File: src/rtl/seq_chunk_adder.sv
// Multi-cycle adder/subtractor that processes CHUNK bits per clock, LSB chunk first.
// WIDTH must be a multiple of CHUNK; the result appears after N = WIDTH/CHUNK RUN cycles.
module seq_chunk_adder #(
  parameter int unsigned WIDTH = 32,
  parameter int unsigned CHUNK = 8
) (
  input  logic             clk,
  input  logic             rst,
  input  logic             start,
  input  logic [WIDTH-1:0] a,
  input  logic [WIDTH-1:0] b,
  input  logic             cin,
  input  logic             sub,
  output logic             ready,
  output logic             busy,
  output logic             valid,
  output logic [WIDTH-1:0] sum,
  output logic             cout,
  output logic             ovf
);

  localparam int unsigned N  = WIDTH / CHUNK;
  localparam int unsigned IW = (N > 1) ? $clog2(N) : 1;

  typedef enum logic [1:0] {IDLE, RUN, DONE} state_t;

  state_t           state, state_nx;
  logic [WIDTH-1:0] a_r, b_r, acc, acc_nx;
  logic             carry, a_msb, b_msb;
  logic [IW-1:0]    idx;
  logic             last;
  logic [CHUNK:0]   csum;

  // Operands shift right each RUN cycle so the active chunk is always at bit 0;
  // the accumulator fills from the top so it is aligned after the last chunk.
  always_comb begin
    csum   = {1'b0, a_r[CHUNK-1:0]} + {1'b0, b_r[CHUNK-1:0]} + (CHUNK+1)'(carry);
    acc_nx = (acc >> CHUNK) | (WIDTH'(csum[CHUNK-1:0]) << (WIDTH - CHUNK));
    last   = (idx == IW'(N - 1));
  end

  always_ff @(posedge clk or posedge rst) begin
    if (rst) state <= IDLE;
    else     state <= state_nx;
  end

  always_comb begin
    state_nx = state;
    case (state)
      IDLE:    if (start) state_nx = RUN;
      RUN:     if (last)  state_nx = DONE;
      DONE:    state_nx = IDLE;
      default: state_nx = IDLE;
    endcase
  end

  // Status outputs are registered from the next state so they track state exactly.
  always_ff @(posedge clk or posedge rst) begin
    if (rst) begin
      ready <= 1'b1;
      busy  <= 1'b0;
      valid <= 1'b0;
    end else begin
      ready <= (state_nx == IDLE);
      busy  <= (state_nx == RUN);
      valid <= (state_nx == DONE);
    end
  end

  always_ff @(posedge clk or posedge rst) begin
    if (rst) begin
      a_r   <= '0;
      b_r   <= '0;
      acc   <= '0;
      carry <= 1'b0;
      a_msb <= 1'b0;
      b_msb <= 1'b0;
      idx   <= '0;
      sum   <= '0;
      cout  <= 1'b0;
      ovf   <= 1'b0;
    end else begin
      case (state)
        IDLE: begin
          if (start) begin
            a_r   <= a;
            b_r   <= sub ? ~b : b;
            carry <= sub | cin;
            a_msb <= a[WIDTH-1];
            b_msb <= sub ? ~b[WIDTH-1] : b[WIDTH-1];
            acc   <= '0;
            idx   <= '0;
          end
        end
        RUN: begin
          a_r   <= a_r >> CHUNK;
          b_r   <= b_r >> CHUNK;
          acc   <= acc_nx;
          carry <= csum[CHUNK];
          idx   <= idx + 1'b1;
          if (last) begin
            sum  <= acc_nx;
            cout <= csum[CHUNK];
            ovf  <= (a_msb == b_msb) && (acc_nx[WIDTH-1] != a_msb);
          end
        end
        default: ;
      endcase
    end
  end

endmodule
File: config.mk
export PLATFORM = sky130hd
export DESIGN_NAME = seq_chunk_adder
export DESIGN_NICKNAME = d
export VERILOG_FILES = /design/src/rtl/seq_chunk_adder.sv
export SDC_FILE = /design/constraint.sdc
export NUM_CORES = 1
export LEC_CHECK = 0
export ABC_AREA = 1
export BUFFER_PORTS_ARGS = -buffer_cell sky130_fd_sc_hd__buf_2
export CAP_MARGIN = 10
export CORE_MARGIN = 1
export CORE_UTILIZATION = 60
export DETAILED_ROUTE_END_ITERATION = 7
export PLACE_DENSITY = 0.87
export SLEW_MARGIN = 40
export SYNTH_ARGS = -nofsm -noshare
export SYNTH_HDL_FRONTEND = slang
export SYNTH_SLANG_ARGS = --single-unit
File: constraint.sdc
create_clock -name clk -period 6.45 [get_ports clk]
set_input_delay 1.29 -clock clk [delete_from_list [all_inputs] [get_ports clk]]
set_output_delay 1.29 -clock clk [all_outputs]
set_load 0.02 [all_outputs]
Word-level counts from Yosys, hierarchy flattened
Index checks and enable logic that the tools add are counted.
- bits in registers: 140
- word-level logic and storage cells: 50
- reductions and logical operators: 7
- bitwise operators: 4
- add/subtract/negate cells: 3
- multiplexer cells: 15
- equal/unequal tests: 7
- operator list (operator ; count):
    32-bit case mux with 2 select lines ; 3
    32-bit two-way mux ; 4
    32-bit NOT ; 1
    24-bit by 32-bit bitwise OR with 32-bit output ; 1
    8-bit by 8-bit adder with 9-bit output ; 1
    9-bit by 1-bit adder with 9-bit output ; 1
    2-bit case mux with 2 select lines ; 2
    2-bit two-way mux ; 3
    2-bit AND reduction ; 3
    2-bit by 1-bit equality test with 1-bit output (second input constant) ; 2
    2-bit equality test (second input constant) ; 2
    2-bit logical NOT ; 2
    2-bit by 1-bit adder with 2-bit output (second input constant) ; 1
    1-bit two-way mux ; 2
    2-bit inequality test (second input constant) ; 1
    1-bit case mux with 2 select lines ; 1
    2-bit nonzero test ; 1
    1-bit equality test ; 1
    1-bit logical AND ; 1
    1-bit inequality test ; 1
    1-bit NOT ; 1
    1-bit bitwise OR ; 1

Logic depth before layout (Yosys ltp)
- depth after elaboration: 5
- mapped depth: 10

Least setup slack after synthesis
Ideal clock, no wire load.
- kind: input to register
- start: input port start
- end: register a_msb
- setup slack: 4.341 ns
- stages on the path: 7
- arrival: 1.983 ns
- path buffers: 2
- setup time: 0.126 ns
- cells stage by stage: nand2_1 nor2_4 buf_4 inv_1 buf_2 nand2_1 o21ai_0
- cells in the longest elaborated chain, start to end: 1
- ends and longest elaborated chain (item ; line ; RTL):
    start, declared ; 9 ; input logic start,
    2-bit AND reduction (no source line) ; - ;
    end signal, assigned ; 89 ; a_msb <= a[WIDTH-1];
    end, declared ; 29 ; logic carry, a_msb, b_msb;
No other way between the ends.
A chain may end at the register's enable or synchronous reset.

Worst setup path after layout
- start: register state[0]
- end: register b_r[22]
- cells in the longest elaborated chain, start to end: 3
- elaborated cells on any way between the ends: 6
- classes of those cells: 2 x eq/ne; 1 x mux; 3 x reduce/logical
- ends and longest elaborated chain (item ; line ; RTL):
    start, declared ; 27 ; state_t state, state_nx;
    start signal, assigned ; 44 ; else state <= state_nx;
    2-bit by 1-bit equality test with 1-bit output / 2-bit logical NOT (equally long branches) ; 83 ; case (state)
    2-bit nonzero test (no source line) / 2-bit inequality test (equally long branches) ; - ;
    2-bit AND reduction (no source line) ; - ;
    end signal, assigned ; 87 ; b_r <= sub ? ~b : b;
    end signal, assigned ; 97 ; b_r <= b_r >> CHUNK;
    end, declared ; 28 ; logic [WIDTH-1:0] a_r, b_r, acc, acc_nx;
Parallel ways exist; a longest one is shown, timed or not.

==> impl_metrics.py <==
metrics = {
    "floorplan": {
        "die_area_mm2": 0.0102,
        "core_area_mm2": 0.00937,
        "die_w_um": 101,
        "rows": 35,
        "initial_core_util_pct": 62.9,
        "die_h_um": 101,
        "io_pins": 106,
    },
    "critical_path": {
        "worstSetupPathType": "register to register",
        "cp_common_cell": "a21oi_1",
        "cp_slowest_cell": "nor2_4",
        "endpoint_kind": "register",
        "arrival_ns": 3.78,
        "cp.required_ns": 6.90,
        "critPathMaxStageDelay_ns": 0.75,
        "start_kind": "register",
        "cp_max_fo": 65,
        "cp_cell_sequence": "nand2_2, clkinv_2, nor2_4, buf_4, inv_2, o21ai_0, a21oi_1, a21oi_1",
        "path_delay_family": "buffers and inverters",
        "crit_buf_inv": 3,
    },
    "logic_synthesis": {
        "synth_mux_area_share_pct": 0,
        "yosys.cell_types.count": 27,
        "synth_ff_type": "dfrtp_1",
        "synthCells": 652,
        "synth_compound_area_share_pct": 15.4,
        "synth_top_family_by_area": "simple AND/OR/NAND/NOR gates",
        "yosysMostFrequentCell": "nand2_1",
        "synth_adder_area_share_pct": 2.38,
        "synth.ff_latch_count": 132,
        "synth-edff-count": 0,
        "async_flop_share_pct": 100,
        "synth_simple_gate_area_share_pct": 15.4,
        "synth_xor_area_share_pct": 4.90,
        "syn_area_mm2": 0.00590,
        "netlist_top_cells_count": "nand2_1 (175), dfrtp_1 (131), o21ai_0 (90), a21oi_1 (49), nor2_1 (39)",
        "yosys_warnings": 0,
        "synth_top_cell_by_area": "dfrtp_1",
        "ys_seq_area_share_pct": 56.0,
        "syn_avg_cell_area_um2": 9.04,
        "synth_area_leaders": "dfrtp_1 (56%), nand2_1 (11%), o21ai_0 (7.6%)",
        "synth_nets": 731,
        "synth_top_area_share_pct": 55.6,
    },
    "detailed_routing": {
        "routedWlPerCell_um": 15.2,
        "viasPerCell": 5.51,
        "wl_um": 13400,
        "antenna_left": 0,
        "vias": 4858,
        "drt_first_pass_iters": 5,
        "drt_iter0_markers": 342,
        "drc": 0,
    },
    "sta": {
        "tightest_slew_ns": 0.745,
        "fmax_ghz": 0.300,
        "fin_setup_tns_ns": 0,
        "hold_violations": 0,
        "max_slew_margin_pct": 50.3,
        "slew_violations": 0,
        "final.setup.worst_slack_ns": 3.12,
        "fin_crit_ns": 3.33,
        "rsz0062_at_grt": "false",
        "skew_ns": 0.00652,
        "fin_crit_sh_pct": 51.7,
        "finalSetupViolations": 0,
    },
    "clock_tree": {
        "root_buffer": "clkbuf_8",
        "cts_resized": 0,
        "cts_buffers": 17,
        "clock_sinks": 132,
        "cts_htree_levels": 4,
        "ctsHoldBuffers": 0,
        "path_clk_slew_ns": 0.06,
        "cts_tree": "yes",
        "cts_setup_buffers": 0,
        "cts_max_path_buffers": 2,
        "insertion_delay_ns": 0.53,
    },
    "global_route": {
        "grt_overflow_total": 0,
        "grt_usage_pct": 28.8,
        "grt_max_degree": 133,
        "antenna_found_initial": 0,
        "grt_pass1_vias": 4812,
        "grt_pass1_wl_um": 22600,
    },
    "final_layout": {
        "stdcell_count": 882,
        "ff_latch_area_mm2": 0.00330,
        "multi_input_area_mm2": 0.00225,
        "area_delta_synth_final_pct": 18.1,
        "layout-drive-gt1-share_pct": 20.1,
        "n_antenna_cell": 0,
        "fill_cells": 655,
        "fin_area_mm2": 0.00696,
        "fin_nets": 819,
    },
    "place": {
        "pre_cts_slack_ns": 2.65,
        "portBuffers": 105,
        "gp_congestion": 0.849,
        "dp_cells": 849,
        "dpl.hpwl_um": 8330,
        "placed_area_mm2": 0.00639,
    },
    "pwr": {
        "p_per_area_mw_per_mm2": 586,
        "ir_worst_vdd_uv": 289,
        "p_leak_uw": 0.00345,
        "total_power_uw": 4080,
    },
    "min_path": {
        "min_path_type": "register to register",
    },
    "job": {
        "cap_violations": 0,
    },
    "outcome": {
        "status": "finished, final reports clean",
    },
}
[stage by stage]
step	hold WS, ns	util, %
4_1_cts	0.474	74.0
2_1_floorplan	0.437	-
6_report	0.475	74.3
3_5_place_dp	0.458	68.2
3_3_place_gp	0.455	68.1
5_1_grt	0.499	74.3
[flip-flops by register name (all words and copies together), names as in the netlist, 2 cells and up]
register	flops
a_r	32
acc	24
b_r	32
idx	2
state	2
sum	32
[worst min-delay path, delay by kind of cell, from the launching register on]
kind | cells | cell delay [ns]
AND/OR/NAND/NOR | 2 | 0.10
flip-flops | 1 | 0.34
[metal layers]
layer  up-vias  track usage (%)  part of all wire (%)
met2       190             47.4                    51
met1      2317             36.5                    42
met4         0             15.4                   2.8
met3        43             4.99                   4.5
li1       2308                -                     -
met5         -                0                     0
[placed cells by master, fill, tap and decap left out, types with 2 or more instances in the layout]
master	instances
o22ai_1	3
clkinvlp_4	3
buf_2	104
a22o_1	8
nor2_4	3
clkinv_2	2
o21ai_0	90
inv_8	5
dfrtp_1	131
ha_1	8
fa_1	2
buf_4	3
o21ai_1	22
xnor2_1	17
nand3_1	11
inv_2	3
inv_6	6
nand2_1	175
a21oi_1	49
nor2_1	39
clkbuf_16	16
inv_1	28
xor2_1	16
[final timing paths]
check / slack [ns] / start / depth (start not counted) / end
max in group asynchronous: 5.11 / rst / 2 / acc[26]
worst max register to register: 3.12 / state[0] / 8 / b_r[22]
worst min-delay path: 0.48 / acc[21] / 2 / acc[21]
min in group asynchronous: 0.84 / rst / 2 / sum[29]
worst min register to register: 0.48 / acc[21] / 2 / acc[21]
worst max-delay path: 3.12 / state[0] / 8 / b_r[22]
[area by class of cell]
class | count | share of cell area (%)
multi-input combinational | 448 | 32.3
timing repair buffer | 108 | 8.02
clock inverter | 15 | 1.96
inverter | 33 | 1.98
sequential | 132 | 47.5
clock buffer | 17 | 5.95
tap | 129 | 2.32
[report_power, final]
group	internal, uW	leakage [uW]	total (uW)	switching [uW]
sequential	1230	0.00164	1460	226
combinational	566	0.00154	1720	1160
clock	491	0.000266	899	408
total	2290	0.00345	4080	1790
[cell families (layout without fill, tap and decap cells)]
family | count (synthesis) | after routing
flops | 132 | 132
compound gates | 174 | 174
buf+inv | 72 | 173
xor+xnor | 33 | 33
simple gates | 231 | 231
fa+ha+maj | 10 | 10
Power figures use the tool's default switching activity.
